## config.mk

```make
export PLATFORM = sky130hd
export DESIGN_NAME = ov7670_cfg_seq
export DESIGN_NICKNAME = d
export VERILOG_FILES = /design/src/rtl/ov7670_cfg_seq.sv
export SDC_FILE = /design/constraint.sdc
export NUM_CORES = 1
export LEC_CHECK = 0
export BUFFER_PORTS_ARGS = -buffer_cell sky130_fd_sc_hd__buf_2
export CORE_ASPECT_RATIO = 1.25
export CORE_MARGIN = 2
export CORE_UTILIZATION = 52
export CTS_BUF_LIST = sky130_fd_sc_hd__clkbuf_8
export CTS_CLUSTER_DIAMETER = 200
export DETAILED_ROUTE_END_ITERATION = 7
export GPL_ROUTABILITY_DRIVEN = 0
export PLACE_DENSITY = 0.82
export SLEW_MARGIN = 0
export SYNTH_ARGS = -nofsm -noshare
export SYNTH_HDL_FRONTEND = slang
export SYNTH_SLANG_ARGS = --single-unit
```

## constraint.sdc

```tcl
create_clock -name clk -period 2.46 [get_ports clk]
set_clock_uncertainty 0.1 [all_clocks]
set_input_delay 0.123 -clock clk [delete_from_list [all_inputs] [get_ports clk]]
set_output_delay 0.123 -clock clk [all_outputs]
set_load 0.02 [all_outputs]
```

## src/rtl/ov7670_cfg_seq.sv

```systemverilog
`default_nettype none
// ============================================================================
//  Module      : ov7670_cfg_seq
//  Description : Walks the OV7670 register ROM and issues one SCCB write per
//                word, with a settle delay after a COM7 soft reset and NACK retry.
//  Revision    : 1.0  initial release
// ============================================================================
module ov7670_cfg_seq #(
    parameter int ADDR_W       = 6,
    parameter int NUM_REGS     = 59,
    parameter int RST_WAIT_CYC = 100000,
    parameter int RETRY_MAX    = 3
) (
    input  logic              clk,
    input  logic              rst,
    input  logic              start_cfg,
    output logic [ADDR_W-1:0] cnt_reg,
    input  logic [15:0]       reg_data,
    output logic              sccb_start,
    output logic [7:0]        sccb_addr,
    output logic [7:0]        sccb_data,
    input  logic              sccb_done,
    input  logic              sccb_nack,
    output logic              busy,
    output logic              cfg_done,
    output logic              cfg_err
);

    localparam int c_DLY_W = $clog2(RST_WAIT_CYC + 1);
    localparam int c_RTY_W = $clog2(RETRY_MAX + 1);

    localparam logic [ADDR_W-1:0]  c_CNT_LAST = ADDR_W'(NUM_REGS);
    localparam logic [c_RTY_W-1:0] c_RTY_MAX  = c_RTY_W'(RETRY_MAX);
    localparam logic [c_DLY_W-1:0] c_DLY_LOAD = c_DLY_W'(RST_WAIT_CYC - 1);
    localparam logic [15:0]        c_FINISH_WORD = 16'hFFFF;
    localparam logic [7:0]         c_COM7_ADDR   = 8'h12;

    localparam logic [2:0] c_ST_IDLE   = 3'd0;
    localparam logic [2:0] c_ST_FETCH  = 3'd1;
    localparam logic [2:0] c_ST_SEND   = 3'd2;
    localparam logic [2:0] c_ST_WAIT   = 3'd3;
    localparam logic [2:0] c_ST_DELAY  = 3'd4;
    localparam logic [2:0] c_ST_FINISH = 3'd5;
    localparam logic [2:0] c_ST_ERROR  = 3'd6;

    logic [2:0]         r_state,  w_state_nxt;
    logic [ADDR_W-1:0]  r_cnt,    w_cnt_nxt;
    logic [7:0]         r_addr,   w_addr_nxt;
    logic [7:0]         r_data,   w_data_nxt;
    logic [c_RTY_W-1:0] r_retry,  w_retry_nxt;
    logic [c_RTY_W-1:0] w_retry_inc;
    logic [c_DLY_W-1:0] r_dly,    w_dly_nxt;

    always_ff @(posedge clk or posedge rst) begin
        if (rst) begin
            r_state <= c_ST_IDLE;
            r_cnt   <= '0;
            r_addr  <= '0;
            r_data  <= '0;
            r_retry <= '0;
            r_dly   <= '0;
        end else begin
            r_state <= w_state_nxt;
            r_cnt   <= w_cnt_nxt;
            r_addr  <= w_addr_nxt;
            r_data  <= w_data_nxt;
            r_retry <= w_retry_nxt;
            r_dly   <= w_dly_nxt;
        end
    end

    always_comb begin
        w_state_nxt = r_state;
        w_cnt_nxt   = r_cnt;
        w_addr_nxt  = r_addr;
        w_data_nxt  = r_data;
        w_retry_nxt = r_retry;
        w_dly_nxt   = r_dly;
        w_retry_inc = r_retry + c_RTY_W'(1);

        case (r_state)
            c_ST_IDLE, c_ST_FINISH, c_ST_ERROR: begin
                if (start_cfg) begin
                    w_cnt_nxt   = '0;
                    w_retry_nxt = '0;
                    w_state_nxt = c_ST_FETCH;
                end
            end
            c_ST_FETCH: begin
                // The index bound terminates a ROM that lacks its finish word
                if (reg_data == c_FINISH_WORD || r_cnt == c_CNT_LAST) begin
                    w_state_nxt = c_ST_FINISH;
                end else begin
                    w_addr_nxt  = reg_data[15:8];
                    w_data_nxt  = reg_data[7:0];
                    w_state_nxt = c_ST_SEND;
                end
            end
            c_ST_SEND: begin
                w_state_nxt = c_ST_WAIT;
            end
            c_ST_WAIT: begin
                if (sccb_done) begin
                    if (sccb_nack) begin
                        w_retry_nxt = w_retry_inc;
                        w_state_nxt = (w_retry_inc < c_RTY_MAX) ? c_ST_SEND : c_ST_ERROR;
                    end else begin
                        w_retry_nxt = '0;
                        // COM7 soft reset needs the sensor to settle before the next write
                        if (r_addr == c_COM7_ADDR && r_data[7]) begin
                            w_dly_nxt   = c_DLY_LOAD;
                            w_state_nxt = c_ST_DELAY;
                        end else begin
                            w_cnt_nxt   = r_cnt + ADDR_W'(1);
                            w_state_nxt = c_ST_FETCH;
                        end
                    end
                end
            end
            c_ST_DELAY: begin
                if (r_dly == '0) begin
                    w_cnt_nxt   = r_cnt + ADDR_W'(1);
                    w_state_nxt = c_ST_FETCH;
                end else begin
                    w_dly_nxt = r_dly - c_DLY_W'(1);
                end
            end
            default: begin
                w_state_nxt = c_ST_IDLE;
            end
        endcase
    end

    assign cnt_reg    = r_cnt;
    assign sccb_addr  = r_addr;
    assign sccb_data  = r_data;
    assign sccb_start = (r_state == c_ST_SEND);
    assign busy       = (r_state == c_ST_FETCH) || (r_state == c_ST_SEND) ||
                        (r_state == c_ST_WAIT)  || (r_state == c_ST_DELAY);
    assign cfg_done   = (r_state == c_ST_FINISH);
    assign cfg_err    = (r_state == c_ST_ERROR);

endmodule
`default_nettype wire

```

==> out/qor.yml <==
hpwl_um: 4022
die_height_um: 80.68
synth_area_leader_cell: "dfrtp_1"
ys.flop_type: "dfrtp_1"
drt_iter0_markers: 125
crit_required_ps: 2550
mostFrequentLayoutCells: "buf_2, dfrtp_1, mux2_2, buf_4, dlygate4sd3_1"
finalCritPeriodShare: 0.9327
cp.depth: 7
num_antenna_cells: 0
setup_ws_ps: 165.5
synthCells: 234
fin_setup_tns_ps: 0
synth_edf_count: 0
yosys_warnings: 0
grt_first_pass_wirelength_um: 11370
dieArea_mm2: 0.005272
overflow: 0
power_density_mw_per_mm2: 931.9
setup-violations-final: 0
routedWlPerCell_um: 18.18
io_pins: 47
nFillCells: 318
final_antenna_net_count: 0
postRouteWirelength_um: 6781
cts_root_buf: "clkbuf_8"
place_area_mm2: 0.002831
cts_setup_buffers: 0
final_core_util: 0.7006
rsz0062_at_grt: "no"
grt_use_total: 0.2874
clk_pin_slew_ps: 80
clockBufferDepth: 2
r2r_start: "r_dly[0]"
hold_ws_ps: 48.13
numCtsBuffers: 5
first_global_vias: 2415
hold_class: "input port to register"
hold_viol: 0
reg2reg_depth: 7
syn_area_mm2: 0.002446
vdd_drop_max_mv: 0.7497
design_area_mm2: 0.003124
num_rows: 27
path_buf_inv: 1
regToRegEndpoint: "cnt_reg[1]"
vias_per_cell: 6.115
regArea_mm2: 0.001101
core_area_mm2: 0.004459
nets: 339
period_minus_slack_ps: 2295
path_delay_family: "simple AND/OR/NAND/NOR gates"
cts_tree: "yes"
crit_arrival_ps: 2380
cts.sinks: 44
syn-num-nets: 259
hold_start: "sccb_nack"
postSynth.asyncResetShare: 1.000
critPathLaunchType: "register"
final_common_cell: "buf_2"
maxCapViolations: 0
drc_errors: 0
dp_cells: 348
avgSynthCellArea_um2: 10.45
final-instance-count-excl-fill: 373
reg2reg_slack_ps: 170
antenna_found_initial: 0
report.power.total_mw: 2.911
insertion_delay_ps: 300
path_cells: "inv_1, ha_1, nor4b_4, and2_1, a31oi_1, or4b_4, mux2_2"
vias: 2281
cp-end-kind: "register"
leakagePower_nw: 1.383
drive_above_1_share: 0.3556
relSlewSlack: 0.6068
slew_viol_final: 0
largest_register_ffs: 17
multi_input_area_mm2: 0.001285
area_delta_synth_final_pct: 27.72
pre_cts_slack_ps: 88.74
holdPathStages: 3
fmax_mhz: 435.8
cp_slowest_cell: "or4b_4"
whs_endpoint: "r_retry[0]"
synth_cell_types: 59
top_register: "r_dly"
initial_utilization: 0.5485
synth_seq_cells: 44
seq_area_frac_synth: 0.4501
synth_top_area_share: 0.4501
portBuffers: 46
crit_type: "register to register"
synth.area.top_cells: "dfrtp_1, mux2_2, o21ai_0"
cp_max_fo: 6
firstDrtPassIters: 4
die_w_um: 65.35
worst_pin_slew_ps: 574.9
outcome: "complete, no violations"
max_stage_delay_ps: 630
grt_start_max_net_pins: 45
htree_levels: 2
kinds of logic (layout without fill, tap and decap cells):
family / count (synthesis) / count (layout) / share of synthesized area
XOR/XNOR: 2 / 2 / 0.007162
AO/OA/AOI/OAI: 56 / 56 / 0.1657
buffers and inverters: 17 / 98 / 0.03683
AND/OR/NAND/NOR: 90 / 90 / 0.2210
adder cells (fa/ha/maj): 4 / 4 / 0.02353
multiplexers: 21 / 21 / 0.09565
flip-flops: 44 / 44 / 0.4501
layout make-up:
class,instances,area share
inverters,8,0.009612
clock inverters,2,0.003204
flip-flops and latches,44,0.3524
clock buffers,6,0.02643
repair buffers,82,0.1738
multi-input cells,173,0.4113
well taps,58,0.02323
worst max path at each step:
| stage | start | to | slack, ps |
|---|---|---|---|
| after floorplan | r_dly[0] | cnt_reg[0] | 160 |
| after global placement | r_dly[0] | cnt_reg[5] | 120 |
| after detailed placement | r_dly[0] | cnt_reg[5] | 90 |
| after CTS | r_dly[0] | cnt_reg[5] | 70 |
| after global routing | r_dly[0] | cnt_reg[3] | 7 |
| final | r_dly[0] | cnt_reg[1] | 170 |
worst min-delay path, cell delays in order:
cell and delay [ps]:
buf_2 140, nand3_1 80, mux2i_1 60
cells in the mapped netlist, types with 2 or more instances:
cell type	number
nor3b_1	4
nand3b_1	2
nor2b_1	3
o41ai_1	7
nor2_1	17
buf_4	2
nand3_1	8
dfrtp_1	44
ha_1	3
a31oi_1	5
buf_6	2
a311oi_1	2
a21oi_1	7
mux2_2	19
clkbuf_1	2
nand2_1	10
xnor2_1	2
buf_2	3
o31ai_1	3
and3_1	3
nor3_1	10
or3_1	3
a211o_1	2
o21ai_0	14
nand4b_1	3
nor3_2	2
nand2b_1	5
nor4_1	2
o21a_1	2
inv_1	8
o2bb2ai_1	2
nand4_1	4
a31o_2	2
mux2i_1	2
repair_timing:
action / CTS / global route
gates resized for setup: 0 / 5
hold buffers: 17 / 0
endpoints found under the setup margin: 0 / 6
endpoints found under the hold margin: 60 / 0
routing by layer:
metal,global-route usage,wire length [um],vias up
li1,-,-,1050
met5,0,0,-
met2,0.5316,3638,98
met4,0.1146,220,0
met3,0.06303,402,22
met1,0.3141,2519,1111
report_power, final:
group / switching (mW) / internal (mW) / total, mW
registers: 0.185 / 0.921 / 1.11
logic: 0.743 / 0.587 / 1.33
clock network: 0.251 / 0.224 / 0.475
total: 1.18 / 1.73 / 2.91
(Power assumes the default switching activity.)
